## config.mk

```make
export PLATFORM = sky130hd
export DESIGN_NAME = ad9228_lvds_tx_emulator
export DESIGN_NICKNAME = d
export VERILOG_FILES = /design/src/rtl/ad9228_pkg.sv /design/src/rtl/ad9228_pattern_gen.sv /design/src/rtl/ad9228_lvds_tx_emulator.sv
export SDC_FILE = /design/constraint.sdc
export NUM_CORES = 1
export LEC_CHECK = 0
export BUFFER_PORTS_ARGS = -buffer_cell sky130_fd_sc_hd__buf_2
export CORE_ASPECT_RATIO = 0.8
export CORE_MARGIN = 3
export CORE_UTILIZATION = 23
export CTS_CLUSTER_DIAMETER = 120
export CTS_CLUSTER_SIZE = 20
export DETAILED_ROUTE_END_ITERATION = 6
export PLACE_DENSITY = 0.36
export SLEW_MARGIN = 15
export SYNTH_ARGS = -nofsm -noshare
export SYNTH_HDL_FRONTEND = slang
export SYNTH_SLANG_ARGS = --single-unit
```

## constraint.sdc

```tcl
create_clock -name clk -period 2.5 [get_ports clk]
set_clock_uncertainty 0.1 [all_clocks]
set_input_delay 0.5 -clock clk [delete_from_list [all_inputs] [get_ports clk]]
set_output_delay 0.5 -clock clk [all_outputs]
set_load 0.03 [all_outputs]
```

## src/rtl/ad9228_pkg.sv

```systemverilog
// Shared types for the AD9228 serial-output emulator: source modes, FSM state
// and the checkerboard words.
package ad9228_pkg;

  typedef enum logic [1:0] {
    MODE_STREAM,
    MODE_FIXED,
    MODE_RAMP,
    MODE_CHECKER
  } tx_mode_t;

  typedef enum logic {
    TX_IDLE,
    TX_RUN
  } tx_state_t;

  localparam logic [11:0] CHECKER_A = 12'hAAA;
  localparam logic [11:0] CHECKER_B = 12'h555;

endpackage

```

## src/rtl/ad9228_pattern_gen.sv

```systemverilog
// Selects the next frame word from the upstream stream or a test pattern, and
// advances the ramp/checker state only when a word is actually loaded.
module ad9228_pattern_gen
  import ad9228_pkg::*;
#(
  parameter int                    DATA_WIDTH = 12,
  parameter logic [DATA_WIDTH-1:0] IDLE_WORD  = 12'h800,
  parameter logic [DATA_WIDTH-1:0] FIXED_WORD = 12'hA5A
) (
  input  logic                  clk,
  input  logic                  rst,
  input  tx_mode_t              mode,
  input  logic                  load,
  input  logic [DATA_WIDTH-1:0] s_data,
  input  logic                  s_valid,
  output logic [DATA_WIDTH-1:0] word,
  output logic                  underrun
);

  // 1010... for any even width; equals CHECKER_A at 12 bits, its inverse CHECKER_B.
  localparam logic [DATA_WIDTH-1:0] CHK_A = {DATA_WIDTH/2{2'b10}};

  logic [DATA_WIDTH-1:0] ramp;
  logic [DATA_WIDTH-1:0] chk_next;
  tx_mode_t              last_mode;

  always_comb begin
    word     = IDLE_WORD;
    underrun = 1'b0;
    case (mode)
      MODE_STREAM: begin
        word     = s_valid ? s_data : IDLE_WORD;
        underrun = load & ~s_valid;
      end
      MODE_FIXED:   word = FIXED_WORD;
      MODE_RAMP:    word = ramp;
      MODE_CHECKER: word = (last_mode != MODE_CHECKER) ? CHK_A : chk_next;
      default:      word = IDLE_WORD;
    endcase
  end

  // last_mode lets the checker restart at CHK_A on every entry into CHECKER.
  always_ff @(posedge clk) begin
    if (rst) begin
      ramp      <= '0;
      chk_next  <= CHK_A;
      last_mode <= MODE_STREAM;
    end else if (load) begin
      last_mode <= mode;
      if (mode == MODE_RAMP)    ramp     <= ramp + 1'b1;
      if (mode == MODE_CHECKER) chk_next <= ~word;
    end
  end

endmodule

```

## src/rtl/ad9228_lvds_tx_emulator.sv

```systemverilog
// AD9228-style serialiser: one bit per clk, MSB first, with frame clock, DDR
// data clock, frame-start pulse and a saturating stream-underrun counter.
module ad9228_lvds_tx_emulator
  import ad9228_pkg::*;
#(
  parameter int                    DATA_WIDTH = 12,
  parameter logic [DATA_WIDTH-1:0] IDLE_WORD  = 12'h800,
  parameter logic [DATA_WIDTH-1:0] FIXED_WORD = 12'hA5A,
  parameter int                    CNT_WIDTH  = 16
) (
  input  logic                  clk,
  input  logic                  rst,
  input  logic                  enable,
  input  logic [1:0]            mode,
  input  logic [DATA_WIDTH-1:0] s_data,
  input  logic                  s_valid,
  output logic                  s_ready,
  output logic                  dout,
  output logic                  fco,
  output logic                  dco,
  output logic                  frame_start,
  output logic [CNT_WIDTH-1:0]  underrun_cnt,
  output tx_state_t             state_dbg
);

  localparam int BW = $clog2(DATA_WIDTH);
  localparam logic [BW-1:0] LAST_BIT = BW'(DATA_WIDTH - 1);
  localparam logic [BW-1:0] FCO_LAST = BW'(DATA_WIDTH/2 - 1);

  tx_state_t             state;
  logic [BW-1:0]         bit_idx;
  logic [DATA_WIDTH-1:0] shreg;
  logic [DATA_WIDTH-1:0] next_word;
  logic                  underrun;
  logic                  load;
  tx_mode_t              mode_sel;

  assign mode_sel  = tx_mode_t'(mode);
  assign load      = ~rst & (((state == TX_IDLE) & enable) |
                             ((state == TX_RUN) & (bit_idx == LAST_BIT) & enable));
  assign s_ready   = load & (mode_sel == MODE_STREAM);
  assign state_dbg = state;

  ad9228_pattern_gen #(
    .DATA_WIDTH (DATA_WIDTH),
    .IDLE_WORD  (IDLE_WORD),
    .FIXED_WORD (FIXED_WORD)
  ) u_pattern_gen (
    .clk      (clk),
    .rst      (rst),
    .mode     (mode_sel),
    .load     (load),
    .s_data   (s_data),
    .s_valid  (s_valid),
    .word     (next_word),
    .underrun (underrun)
  );

  // bit_idx names the bit currently on dout; the MSB goes straight to dout at
  // load and the shift register keeps only the remaining bits.
  always_ff @(posedge clk) begin
    if (rst) begin
      state       <= TX_IDLE;
      bit_idx     <= '0;
      shreg       <= '0;
      dout        <= 1'b0;
      fco         <= 1'b0;
      dco         <= 1'b0;
      frame_start <= 1'b0;
    end else begin
      frame_start <= load;
      if (load) begin
        state   <= TX_RUN;
        bit_idx <= '0;
        dout    <= next_word[DATA_WIDTH-1];
        shreg   <= {next_word[DATA_WIDTH-2:0], 1'b0};
        fco     <= 1'b1;
        dco     <= (state == TX_RUN) ? ~dco : 1'b0;
      end else if ((state == TX_RUN) && (bit_idx != LAST_BIT)) begin
        bit_idx <= bit_idx + 1'b1;
        dout    <= shreg[DATA_WIDTH-1];
        shreg   <= shreg << 1;
        fco     <= (bit_idx < FCO_LAST);
        dco     <= ~dco;
      end else begin
        state   <= TX_IDLE;
        bit_idx <= '0;
        dout    <= 1'b0;
        fco     <= 1'b0;
        dco     <= 1'b0;
      end
    end
  end

  always_ff @(posedge clk) begin
    if (rst) begin
      underrun_cnt <= '0;
    end else if (underrun && (underrun_cnt != '1)) begin
      underrun_cnt <= underrun_cnt + 1'b1;
    end
  end

endmodule
```

==> results of run 1 <==
cell families after synthesis:
| logic type | synth area share [%] |
|---|---|
| xor+xnor | 2.56 |
| simple gates | 25.9 |
| flops | 40.3 |
| fa+ha+maj | 1.62 |
| buf+inv | 4.47 |
| compound gates | 23.1 |
| mux | 2.11 |
through the flow:
step | setup WS, ns | instance area, um^2 | util (%) | hold slack (ns)
after floorplan | 0.134 | 3080 | - | 0.332
after global placement | 0.193 | 3530 | 27.2 | 0.344
after detailed placement | 0.208 | 3530 | 27.2 | 0.351
after CTS | 0.0750 | 3850 | 29.7 | 0.359
after global routing | 0.00461 | 3860 | 29.8 | 0.383
final | 0.181 | 3860 | 29.8 | 0.357
flip-flops by register name, summed over array words and instances (netlist names):
register / flops
underrun_cnt: 16
bit_idx: 4
u_pattern_gen.chk_next: 12
u_pattern_gen.ramp: 12
state_dbg: 1
dco: 1
fco: 1
dout: 1
shreg: 11
frame_start: 1
u_pattern_gen.last_mode: 2
per-layer routing:
layer	global-route usage [%]	wire length (um)	vias up
met5	0	0	-
met2	19.2	4090	47
met3	4.30	538	6
met4	3.45	95	0
met1	20.3	5070	1362
li1	-	-	1456
final cells by class:
| type | instances | area (um^2) | area share (%) |
|---|---|---|---|
| timing repair buffer | 57 | 333 | 8.62 |
| clock inverter | 4 | 70.1 | 1.82 |
| multi-input combinational | 268 | 1710 | 44.3 |
| inverter | 11 | 41.3 | 1.07 |
| tap | 175 | 219 | 5.67 |
| clock buffer | 12 | 246 | 6.39 |
| sequential | 62 | 1240 | 32.2 |
power breakdown:
| group | switching (mW) | total [mW] | internal [mW] |
|---|---|---|---|
| clock | 0.454 | 1.35 | 0.897 |
| sequential | 0.0201 | 1.04 | 1.02 |
| combinational | 0.117 | 0.183 | 0.0653 |
| total | 0.592 | 2.57 | 1.98 |
critical path: stages, from the launching register on:
cell	delay, ns
dfxtp_1	0.37
ha_2	0.24
nand3b_1	0.12
a21oi_2	0.19
nand2_1	0.13
nor3_1	0.15
buf_4	0.19
layout by cell type, fill, tap and decap left out, drive strengths merged, types with 5 or more instances in the layout:
cell	count
clkbuf	12
and4	6
o31ai	6
a31oi	5
o211ai	5
o2111ai	6
a211oi	10
or4	7
inv	10
dfxtp	62
and3	5
a21oi	34
nand2	36
o21ai	17
nand4	7
xor2	5
or3	6
nor2	31
nor3	5
nand3	7
buf	57
and3b	6
worst min-delay path by stage:
stage                                          from                         to  slack, ns  depth (start not counted)
after CTS                 u_pattern_gen.chk_next[2]  u_pattern_gen.chk_next[2]       0.36                          2
after detailed placement  u_pattern_gen.chk_next[2]  u_pattern_gen.chk_next[2]       0.35                          2
after global routing                            dco                        dco       0.38                          1
final                     u_pattern_gen.chk_next[2]  u_pattern_gen.chk_next[2]       0.36                          2
after floorplan           u_pattern_gen.chk_next[9]  u_pattern_gen.chk_next[9]       0.33                          2
after global placement    u_pattern_gen.chk_next[0]  u_pattern_gen.chk_next[0]       0.34                          2
timing repair:
action | CTS | global route
gates resized for setup | 1 | 2
pin swaps | 0 | 1
buffers inserted | 1 | 0
endpoints found under the setup margin | 1 | 1
==> results.sh, run 1 <==
export IMPL_outcome="complete, no violations"
export IMPL_p_per_area_mw_per_mm2=666
export IMPL_synth_area_mm2=0.00308
export IMPL_yosys_top_cells_count="dfxtp_1 (62), nand2_1 (36), a21oi_1 (34)"
export IMPL_io_pins=40
export IMPL_post_route_period_util_pct=92.8
export IMPL_cts_buffers=9
export IMPL_grt_pass1_wl_mm=15.5
export IMPL_rsz0062_at_grt="false"
export IMPL_nets=431
export IMPL_crit_start="bit_idx[0]"
export IMPL_yosys_area_top_type="dfxtp_1"
export IMPL_synth_cell_type_count=55
export IMPL_nFillCells=1432
export IMPL_yosysTopAreaCellShare_pct=40.3
export IMPL_cts_buffer_depth=2
export IMPL_drv_slew=0
export IMPL_setup_viol=0
export IMPL_root_buffer="clkbuf_16"
export IMPL_yosysMostFrequentCell="dfxtp_1"
export IMPL_synth_cells=365
export IMPL_drt_iter0_markers=164
export IMPL_place_inst=572
export IMPL_rows=37
export IMPL_gr_usage_all_layers_pct=13.7
export IMPL_setup_worst_path_end="s_ready"
export IMPL_die_area_mm2=0.0148
export IMPL_clock_sinks=62
export IMPL_slew_headroom_pct=66.5
export IMPL_synth_edff_count=0
export IMPL_finalSetupTns_ns=0
export IMPL_arrival_ns=1.72
export IMPL_synth_seq_cells=62
export IMPL_path_class="flop to output port"
export IMPL_grt_overflow=0
export IMPL_core_region_area_mm2=0.0130
export IMPL_async_flop_share_pct=0
export IMPL_r2r_start="bit_idx[0]"
export IMPL_start_kind="flop"
export IMPL_fp_dieW_um=135
export IMPL_numPortBuffers=39
export IMPL_yosys_warnings=0
export IMPL_synth_area_leaders="dfxtp_1 (40%), a21oi_1 (5.5%), nand2_1 (4.4%), nor2_1 (3.8%), o21ai_0 (2.6%)"
export IMPL_antenna_found_initial=0
export IMPL_avgSynthCellArea_um2=8.44
export IMPL_leakagePower_nw=1.43
export IMPL_firstDrtPassIters=4
export IMPL_final_antenna_net_count=0
export IMPL_vias=2871
export IMPL_path_max_fanout=4
export IMPL_dp_hpwl_mm=6.93
export IMPL_cap_violations=0
export IMPL_synthFlopType="dfxtp_1"
export IMPL_start_util_pct=23.8
export IMPL_routed_wl_mm=9.79
export IMPL_holdBufCountCts=0
export IMPL_hold_violations=0
export IMPL_syn_to_final_growth_pct=25.3
export IMPL_drive_gt1_share_pct=19.3
export IMPL_antenna_cells=0
export IMPL_die_h_um=110
export IMPL_regToRegSetupSlack_ns=0.31
export IMPL_yosysSeqAreaShare_pct=40.3
export IMPL_post_route_drc_count=0
export IMPL_fmax_mhz=431
export IMPL_grt_max_degree=41
export IMPL_power_mw=2.57
export IMPL_critPathRequiredTime_ns=1.90
export IMPL_htree_levels=3
export IMPL_hold_class="flop to flop"
export IMPL_synthesis_nets=387
export IMPL_vias_per_cell=4.87
export IMPL_worst_slew_pin_slew_ns=0.498
export IMPL_drt_wirelength_per_cell_um=16.6
export IMPL_grt_pass1_vias=2686
export IMPL_instances_no_fill=589
export IMPL_clk_insertion_delay_late_ns=0.33
export IMPL_r2r_cells=5
export IMPL_layout_min_cycle_time_ns=2.32
export IMPL_reg2reg_to="underrun_cnt[12]"
export IMPL_peakVddDrop_mv=0.325
export IMPL_worst_setup_path_end_kind="output port"
export IMPL_cts_clk_slew_worst_paths_ns=0.05
export IMPL_cts_tree="built"
export IMPL_gp_congestion=0.751
Note: power is estimated with default switching activity, not from simulation.
==> run 2, diff against run 1 <==
--- a/config.mk
+++ b/config.mk
@@ -12,7 +12,6 @@
 export CTS_CLUSTER_DIAMETER = 120
 export CTS_CLUSTER_SIZE = 20
 export DETAILED_ROUTE_END_ITERATION = 6
-export PLACE_DENSITY = 0.36
 export SLEW_MARGIN = 15
 export SYNTH_ARGS = -nofsm -noshare
 export SYNTH_HDL_FRONTEND = slang
==> constraint.sdc (replaced) <==
create_clock -name clk -period 2.5 [get_ports clk]
set_clock_uncertainty 0.1 [all_clocks]
set_input_delay 0.5 -clock clk [delete_from_list [all_inputs] [get_ports clk]]
set_output_delay 0.5 -clock clk [all_outputs]
set_load 0.02 [all_outputs]
==> results.sh, run 2 (synthesis results as in run 1) <==
export IMPL_drv_slew=0
export IMPL_setup_viol=0
export IMPL_start_kind="flop"
export IMPL_cts_buffers=9
export IMPL_p_int_mw=2.07
export IMPL_gp_congestion=0.851
export IMPL_io_pins=40
export IMPL_die_h_um=110
export IMPL_leakagePower_nw=1.42
export IMPL_cts_tree="built"
export IMPL_arrival_ns=1.81
export IMPL_crit_start="bit_idx[0]"
export IMPL_root_buffer="clkbuf_16"
export IMPL_rows=37
export IMPL_layout_min_cycle_time_ns=2.41
export IMPL_regToRegSetupSlack_ns=0.31
export IMPL_final_antenna_net_count=0
export IMPL_final_cell_area_mm2=0.00384
export IMPL_hp_start="dco"
export IMPL_place_area_mm2=0.00349
export IMPL_final_common_cell="dfxtp_1"
export IMPL_p_seq_share_pct=39.4
export IMPL_post_route_period_util_pct=96.2
export IMPL_drive_gt1_share_pct=18.4
export IMPL_firstDrtPassIters=5
export IMPL_outcome="complete, no violations"
export IMPL_final_cell_mix="dfxtp_1 (62), buf_2 (39), nand2_1 (36)"
export IMPL_routed_wl_mm=8.53
export IMPL_switching_share_pct=21.1
export IMPL_worst_setup_path_end_kind="output port"
export IMPL_post_route_drc_count=0
export IMPL_finalSetupTns_ns=0
export IMPL_power_mw=2.63
export IMPL_fp_dieW_um=135
export IMPL_largest_reg_flops=16
export IMPL_worst_slew_pin_slew_ns=0.517
export IMPL_drt_wirelength_per_cell_um=14.6
export IMPL_dp_hpwl_mm=6.10
export IMPL_peakVddDrop_mv=0.309
export IMPL_gr_usage_all_layers_pct=11.7
export IMPL_core_region_area_mm2=0.0130
export IMPL_cap_violations=0
export IMPL_grt_pass1_wl_mm=14.0
export IMPL_critPathRequiredTime_ns=1.90
export IMPL_syn_to_final_growth_pct=24.6
export IMPL_grt_overflow=0
export IMPL_grt_pass1_vias=2767
export IMPL_numPortBuffers=39
export IMPL_vias_per_cell=4.98
export IMPL_r2r_start="bit_idx[0]"
export IMPL_cts_buffer_depth=2
export IMPL_vias=2901
export IMPL_path_class="flop to output port"
export IMPL_clock_sinks=62
export IMPL_clk_insertion_delay_late_ns=0.32
export IMPL_largest_register="underrun_cnt"
export IMPL_power_switching_uw=556
export IMPL_path_max_fanout=4
export IMPL_nets=426
export IMPL_antenna_cells=0
export IMPL_antenna_found_initial=1
export IMPL_hold_class="flop to flop"
export IMPL_power_share_clock_pct=54.1
export IMPL_fmax_mhz=416
export IMPL_start_util_pct=23.8
export IMPL_p_comb_share_pct=6.5
export IMPL_drt_iter0_markers=171
export IMPL_top_regs="underrun_cnt x16, u_pattern_gen.chk_next x12, u_pattern_gen.ramp x12"
export IMPL_rsz0062_at_grt="false"
export IMPL_nFillCells=1396
export IMPL_grt_max_degree=49
export IMPL_slew_headroom_pct=65.5
export IMPL_p_per_area_mw_per_mm2=684
export IMPL_hold_violations=0
export IMPL_cts_clk_slew_worst_paths_ns=0.05
export IMPL_die_area_mm2=0.0148
export IMPL_htree_levels=3
[run 2: changes by cell type in the layout (fill, tap and decap cells not counted)]
cell,delta
clkinv_2,-1
buf_2,+1
bufinv_16,+1
buf_4,-6
clkbuf_1,-1
[run 2: stage by stage]
stage          setup slack, ns  hold slack, ns  utilization, %  instances
2_1_floorplan            0.331           0.332               -        365
3_3_place_gp             0.234           0.330            26.9        567
3_5_place_dp             0.178           0.336            26.9        567
4_1_cts                 0.0686           0.343            29.6        583
5_1_grt                0.00596           0.362            29.6        583
6_report                0.0945           0.333            29.6        583
[run 2: path summary, 6_finish.rpt]
path / to / cells after the start
worst max-delay path: s_ready / 6
worst min-delay path: dco / 1
worst max register to register: underrun_cnt[7] / 6
worst min register to register: dco / 1
[run 2: layout make-up]
cell class / instances / area [um^2] / area share (%)
sequential: 62 / 1240 / 32.3
clock buffer: 11 / 243 / 6.32
clock inverter: 4 / 95.1 / 2.48
inverter: 11 / 41.3 / 1.07
tap: 175 / 219 / 5.70
multi-input combinational: 268 / 1710 / 44.5
timing repair buffer: 52 / 293 / 7.62
[run 2: metal layers]
layer,routed length [um],global-route usage [%],part of all wire [%],up-vias
met3,443,3.25,5.2,15
li1,-,-,-,1452
met1,4060,15.8,48,1366
met5,13,0,0.15,-
met4,144,4.24,1.7,2
met2,3860,17.9,45,66
[run 2: what timing repair did]
action / CTS / global route
gates resized for setup: 1 / 1
setup endpoints to repair: 1 / 1
hold buffers: 0 / 0
buffers inserted: 1 / 0
[run 2: worst max-delay path: stages, from the launching register on]
cell,delay [ns]
dfxtp_1,0.38
ha_2,0.24
nand3b_1,0.12
a21oi_2,0.18
nand2_1,0.16
nor3_1,0.20
buf_2,0.20
[run 2: power by group through the flow]
stage | Sequential (mW) | Combinational [mW] | Clock (mW)
CTS | 1.04 | 0.169 | 1.44
global route | 1.04 | 0.189 | 1.49
detailed placement | 1.06 | 0.168 | 0
global placement | 1.06 | 0.166 | 0
finish | 1.04 | 0.170 | 1.42
floorplan | 1.05 | 0.105 | 0
